**config.mk**
```make
export PLATFORM = sky130hd
export DESIGN_NAME = csa_operand_collector
export DESIGN_NICKNAME = d
export VERILOG_FILES = /design/src/rtl/csa_pkg.sv /design/src/rtl/carry_save_adder.sv /design/src/rtl/csa_operand_collector.sv
export SDC_FILE = /design/constraint.sdc
export NUM_CORES = 1
export LEC_CHECK = 0
export BUFFER_PORTS_ARGS = -buffer_cell sky130_fd_sc_hd__clkbuf_2
export CORE_MARGIN = 1.5
export CORE_UTILIZATION = 50
export DETAILED_ROUTE_END_ITERATION = 7
export GPL_TIMING_DRIVEN = 0
export MAX_ROUTING_LAYER = met4
export PLACE_DENSITY = 0.67
export SYNTH_ARGS = -nofsm -noshare
export SYNTH_HDL_FRONTEND = slang
export SYNTH_HIERARCHICAL = 1
export SYNTH_SLANG_ARGS = --single-unit
export TNS_END_PERCENT = 100
```
**constraint.sdc**
```tcl
create_clock -name clk -period 5.05 [get_ports clk]
set_input_delay 0 -clock clk [delete_from_list [all_inputs] [get_ports clk]]
set_output_delay 0 -clock clk [all_outputs]
set_load 0.03 [all_outputs]
```
**src/rtl/csa_pkg.sv**
```systemverilog
// Shared types and sizes for the carry-save operand collector.
package csa_pkg;

  localparam int unsigned CSA_WIDTH   = 20;
  localparam int unsigned CSA_NUM_OPS = 9;
  localparam int unsigned OP_CNT_W    = 4;
  localparam int unsigned CSA_ACC_W   = CSA_WIDTH + 4;

  typedef enum logic [1:0] {
    ST_COLLECT,
    ST_SUM,
    ST_HOLD
  } state_t;

  typedef struct packed {
    logic                 ovf;
    logic [CSA_WIDTH-1:0] data;
  } csa_result_t;

endpackage

```
**src/rtl/carry_save_adder.sv**
```systemverilog
// Nine-input 3:2 carry-save reduction tree with a truncating final adder.
module carry_save_adder
  import csa_pkg::*;
#(
  parameter int unsigned WIDTH = CSA_WIDTH
) (
  input  logic [CSA_NUM_OPS-1:0][WIDTH-1:0] ops,
  output logic [WIDTH-1:0]                  sum
);

  // Returns {carry, sum}; the carry is pre-shifted and its MSB dropped (mod 2^WIDTH).
  function automatic logic [2*WIDTH-1:0] csa3(input logic [WIDTH-1:0] a,
                                              input logic [WIDTH-1:0] b,
                                              input logic [WIDTH-1:0] c);
    logic [WIDTH-1:0] maj;
    logic [WIDTH-1:0] cy;
    maj = (a & b) | (a & c) | (b & c);
    cy  = maj << 1;
    return {cy, a ^ b ^ c};
  endfunction

  logic [WIDTH-1:0] s1a, c1a, s1b, c1b, s1c, c1c;
  logic [WIDTH-1:0] s2a, c2a, s2b, c2b;
  logic [WIDTH-1:0] s3, c3, s4, c4;

  // 9 -> 6 -> 4 -> 3 -> 2 vectors, then one carry-propagate add.
  always_comb begin
    {c1a, s1a} = csa3(ops[0], ops[1], ops[2]);
    {c1b, s1b} = csa3(ops[3], ops[4], ops[5]);
    {c1c, s1c} = csa3(ops[6], ops[7], ops[8]);
    {c2a, s2a} = csa3(s1a, c1a, s1b);
    {c2b, s2b} = csa3(c1b, s1c, c1c);
    {c3,  s3 } = csa3(s2a, c2a, s2b);
    {c4,  s4 } = csa3(s3, c3, c2b);
    sum        = s4 + c4;
  end

endmodule

```
**src/rtl/csa_operand_collector.sv**
```systemverilog
// Serial-to-parallel front end for the 9-operand carry-save adder tree.
// Optional overflow flag built when CSA_OVF_FLAG_EN is defined.
module csa_operand_collector
  import csa_pkg::*;
(
  input  logic                 clk,
  input  logic                 rst,
  input  logic                 clear,
  input  logic                 in_valid,
  output logic                 in_ready,
  input  logic [CSA_WIDTH-1:0] in_data,
  output logic                 out_valid,
  input  logic                 out_ready,
  output logic [CSA_WIDTH-1:0] out_data,
  output logic [OP_CNT_W-1:0]  op_count,
  output logic                 out_ovf
);

  state_t                                  state, state_nxt;
  logic [OP_CNT_W-1:0]                     op_count_nxt;
  logic                                    out_valid_nxt;
  logic                                    buf_we;
  logic                                    load_result;
  logic [CSA_NUM_OPS-1:0][CSA_WIDTH-1:0]   op_buf;
  csa_result_t                             result_q;
  logic [CSA_WIDTH-1:0]                    sum_c;
  logic                                    ovf_c;

  carry_save_adder #(.WIDTH(CSA_WIDTH)) u_tree (
    .ops (op_buf),
    .sum (sum_c)
  );

  always_ff @(posedge clk) begin
    if (rst) state <= ST_COLLECT;
    else     state <= state_nxt;
  end

  // Next state and datapath controls; clear overrides every handshake.
  always_comb begin
    state_nxt     = state;
    op_count_nxt  = op_count;
    out_valid_nxt = out_valid;
    buf_we        = 1'b0;
    load_result   = 1'b0;
    if (clear) begin
      state_nxt     = ST_COLLECT;
      op_count_nxt  = '0;
      out_valid_nxt = 1'b0;
    end else begin
      case (state)
        ST_COLLECT: begin
          if (in_valid && in_ready) begin
            buf_we       = 1'b1;
            op_count_nxt = op_count + OP_CNT_W'(1);
            if (op_count == OP_CNT_W'(CSA_NUM_OPS - 1)) state_nxt = ST_SUM;
          end
        end
        ST_SUM: begin
          load_result   = 1'b1;
          out_valid_nxt = 1'b1;
          state_nxt     = ST_HOLD;
        end
        ST_HOLD: begin
          if (out_valid && out_ready) begin
            out_valid_nxt = 1'b0;
            op_count_nxt  = '0;
            state_nxt     = ST_COLLECT;
          end
        end
        default: state_nxt = ST_COLLECT;
      endcase
    end
  end

  always_ff @(posedge clk) begin
    if (rst) begin
      op_count  <= '0;
      in_ready  <= 1'b1;
      out_valid <= 1'b0;
      result_q  <= '0;
      op_buf    <= '0;
    end else begin
      op_count  <= op_count_nxt;
      in_ready  <= (state_nxt == ST_COLLECT);
      out_valid <= out_valid_nxt;
      if (clear)            result_q <= '0;
      else if (load_result) result_q <= '{ovf: ovf_c, data: sum_c};
      if (buf_we) op_buf[op_count] <= in_data;
    end
  end

`ifdef CSA_OVF_FLAG_EN
  logic [CSA_ACC_W-1:0] acc;
  logic                 acc_clr;

  assign acc_clr = clear | (state == ST_HOLD && out_valid && out_ready);

  // Wide shadow sum of accepted operands; bits above WIDTH flag overflow.
  always_ff @(posedge clk) begin
    if (rst || acc_clr) acc <= '0;
    else if (buf_we)    acc <= acc + CSA_ACC_W'(in_data);
  end

  assign ovf_c = |acc[CSA_ACC_W-1:CSA_WIDTH];
`else
  assign ovf_c = 1'b0;
`endif

  assign out_data = result_q.data;
  assign out_ovf  = result_q.ovf;

endmodule
```
==> metrics.log <==
[metrics] reg-to-reg startpoint: op_buf[63]
[metrics] number of cells on the worst reg-to-reg path: 18
[metrics] die span in y: 161.2 um
[metrics] Clock Latency Late Sink: 540 ps
[metrics] crit path cell chain: inv_1 > fa_1 > inv_1 > fa_1 > inv_1 > fa_1 > inv_1 > fa_1 > inv_1 > fa_1 > nor2b_4 > o31a_1 > o21bai_2 > a31oi_4 > nand2_1 > a311o_1 > nand2_1 > a21oi_1
[metrics] layout cell share with drive strength beyond 1: 0.1070
[metrics] critical path capture point type: register
[metrics] maximum operating frequency: 210.8 MHz
[metrics] number of global-route vias before repair: 10100
[metrics] number of levels the H-tree was split into: 1
[metrics] cell area after layout: 0.01418 mm2
[metrics] commonest non-fill, non-tap cell in the layout: a21oi_1
[metrics] Antenna Diode Count: 0
[metrics] Setup CP Type: reg2reg
[metrics] Hold Crit Start: in_valid
[metrics] maximum clock insertion buffer count: 3
[metrics] minimum clock period after layout: 4744 ps
[metrics] Worst Hold Depth: 5
[metrics] HPWL after DPL: 27340 um
[metrics] cell area after synthesis: 0.01251 mm2
[metrics] Iteration-0 DRC Markers: 1001
[metrics] number of iterations in the first detailed-routing pass: 5
[metrics] Crit path largest cell delay: 600 ps
[metrics] total cell area at the placement stage: 0.01306 mm2
[metrics] routed len/inst: 18.90 um
[metrics] Hold Path End: state[0]
[metrics] Total Neg Setup Slack: 0 ps
[metrics] unrepaired setup endpoints after global routing: no
[metrics] Yosys warning total: 6
[metrics] endpoint required time on the critical path: 5460 ps
[metrics] reported leakage power: 5.610 nW
[metrics] global route overflow: 0
[metrics] Starting Density: 0.5112
[metrics] clock buffer count from CTS: 24
[metrics] largest cells by area after synthesis: dfxtp_1, fa_1, a21oi_1
[metrics] r2r endpoint: out_data[16]
[metrics] total power: 0.003887 W
[metrics] final setup skew: 21.91 ps
[metrics] number of vias per cell: 5.607
[metrics] Top FF cell, synth: dfxtp_1
[metrics] register bit total from synthesis: 208
[metrics] post-synthesis net count: 1595
[metrics] weighted congestion reported at the end of routability-driven placement: 0.9101
[metrics] number of hold violations in the final report: 0
[metrics] TritonCTS clock tree: yes
[metrics] site row count: 57
[metrics] top library cells by usage in the layout, fill and taps aside: a21oi_1, dfxtp_1, inv_1
[metrics] Setup violations, final: 0
[metrics] setup slack of the worst register-to-register path: 310 ps
[metrics] clock transition time at the flip-flop clock pins of the worst setup and hold paths: 60 ps
[metrics] Post-Syn Instances: 1417
[metrics] number of primary I/O pins: 52
[metrics] Core Area: 0.02446 mm2
[metrics] fraction of post-synthesis cell area in the top cell type by area: 0.3330
[metrics] Post-layout nets: 1674
[metrics] cell chosen for the clock root: clkbuf_16
[metrics] EDFF count, synth: 0
[metrics] Least-Margin Pin Slew: 669.8 ps
[metrics] worst min-delay path category: in2reg
[metrics] worst setup slack before clock tree synthesis: 228.7 ps
[metrics] utilization after layout: 0.5798
[metrics] syn avg cell area: 8.826 um2
[metrics] Die Outline Area: 0.02597 mm2
[metrics] cell accounting for the most synthesized area: dfxtp_1
[metrics] Netlist cell types: 55
[metrics] Slew Limit Headroom: 0.5535
[metrics] max-cap violations: 0
[metrics] Startpoint Class: register
[metrics] outcome: completed
[metrics] Routed Antenna Nets: 0
[metrics] Num Clock Sinks: 208
[metrics] slowest stage cell, crit path: fa_1
[metrics] Port-buffer cells: 30
[metrics] buffers inserted by post-CTS timing repair: 0
[metrics] Power Density: 274.1 mW/mm2
[metrics] share of the clock period used by the worst path: 0.9393
[metrics] final WL: 34750 um
[metrics] layout-stage area growth over the synthesis result: 13.41%
[metrics] Crit Path Max Fanout: 5
[metrics] setup slack after layout: 306.3 ps
[metrics] number of vias in the routed layout: 10310
[metrics] global-route usage over all layers: 0.2786
[metrics] share of the yosys chip area belonging to registers: 0.3330
[metrics] data arrival time at the worst-slack endpoint: 5160 ps
[metrics] die width: 161.2 um
[metrics] antenna violations before repair: 0
[metrics] remaining routing DRC violations: 0
[metrics] global-route wire length before repair: 54670 um
[metrics] fin. max-slew vios: 0
[metrics] proportion of synthesized flip-flops having asynchronous set or reset: 0
[metrics] largest net degree at the start of global routing: 13
[metrics] maximum VDD drop: 0.2126 mV
-- flip-flops by register name, summed over array words and instances (netlist names) --
| name | count |
|---|---|
| op_count | 4 |
| in_ready | 1 |
| out_valid | 1 |
| op_buf | 180 |
| out_data | 20 |
| state | 2 |
-- per-layer routing --
| layer | GRT usage | share of wire | vias to the layer above |
|---|---|---|---|
| li1 | - | - | 4871 |
| met1 | 0.3785 | 0.45 | 4985 |
| met2 | 0.4381 | 0.46 | 388 |
| met3 | 0.04186 | 0.072 | 61 |
| met4 | 0.07113 | 0.023 | 0 |
| met5 | - | 0 | - |
-- layout make-up --
type	count	area, um2
timing repair buffer	53	380.4
tap	324	405.4
clock buffer	36	705.7
inverter	190	713.2
fill	2263	10280
clock inverter	8	176.4
sequential	208	4164
buffer	130	680.7
multi-input combinational	889	6957
-- cell families (layout without fill, tap and decap cells) --
kind of cell,count (synthesis),after routing,synth area share
xor gates and xnor gates,28,28,0.01961
muxes,2,2,0.001601
DFF,208,208,0.3330
other,1,1,0.0002999
buffers and inverters,320,417,0.1115
and+or+nand+nor,276,276,0.1214
adders and majority gates,153,153,0.2305
AOI/OAI and AO/OA,429,429,0.1822
-- timing repair --
action / 4_1_cts / 5_1_grt
endpoints found under the setup margin: 0 / 1
resized for setup: 0 / 1
hold buffers: 23 / 0
endpoints found under the hold margin: 186 / 0
-- metrics by stage --
step | instances | hold slack, ps
5_1_grt | 1838 | 244.6
3_3_place_gp | 1771 | 337.5
2_1_floorplan | 1417 | 204.2
6_report | 1838 | 205.1
4_1_cts | 1838 | 187.2
3_5_place_dp | 1771 | 344.2
-- Yosys cell counts, types with 3 or more instances --
cell type / instances
dfxtp_1: 208
o21ai_1: 87
o221a_2: 6
a21oi_1: 209
nor2_1: 11
nor2b_1: 4
clkbuf_2: 13
nand2b_1: 4
o21a_1: 3
buf_4: 16
xnor2_1: 23
xor2_1: 5
ha_1: 24
and4bb_2: 5
buf_6: 11
buf_2: 27
fa_1: 129
nand3_1: 187
nand2_1: 37
inv_1: 190
nand3b_1: 3
nand4bb_1: 6
nor4b_2: 4
o21ai_0: 105
clkbuf_1: 61
or4b_4: 3
-- power breakdown --
part           leakage, nW  switching, W  internal (W)
registers             1.68    0.00000896       0.00165
clock network        0.431      0.000724       0.00122
logic                 3.50      0.000195     0.0000869
total                 5.61      0.000929       0.00296
-- how the worst max path moves through the flow --
stage,startpoint,end,slack (ps),cells past startpoint
2_1_floorplan,op_buf[63],out_data[16],680,18
3_3_place_gp,op_buf[63],out_data[16],320,18
3_5_place_dp,op_buf[63],out_data[16],230,18
4_1_cts,op_buf[63],out_data[16],210,18
5_1_grt,op_buf[63],out_data[16],40,18
6_report,op_buf[63],out_data[16],310,18
-- worst max-delay path, delay by kind of cell (launching register included) --
kind / cells / cell delay, ps
DFF: 1 / 320
AOI/OAI and AO/OA: 5 / 1000
adders and majority gates: 5 / 2680
buffers and inverters: 5 / 330
and+or+nand+nor: 3 / 280
Note: power is estimated with default switching activity, not from simulation.
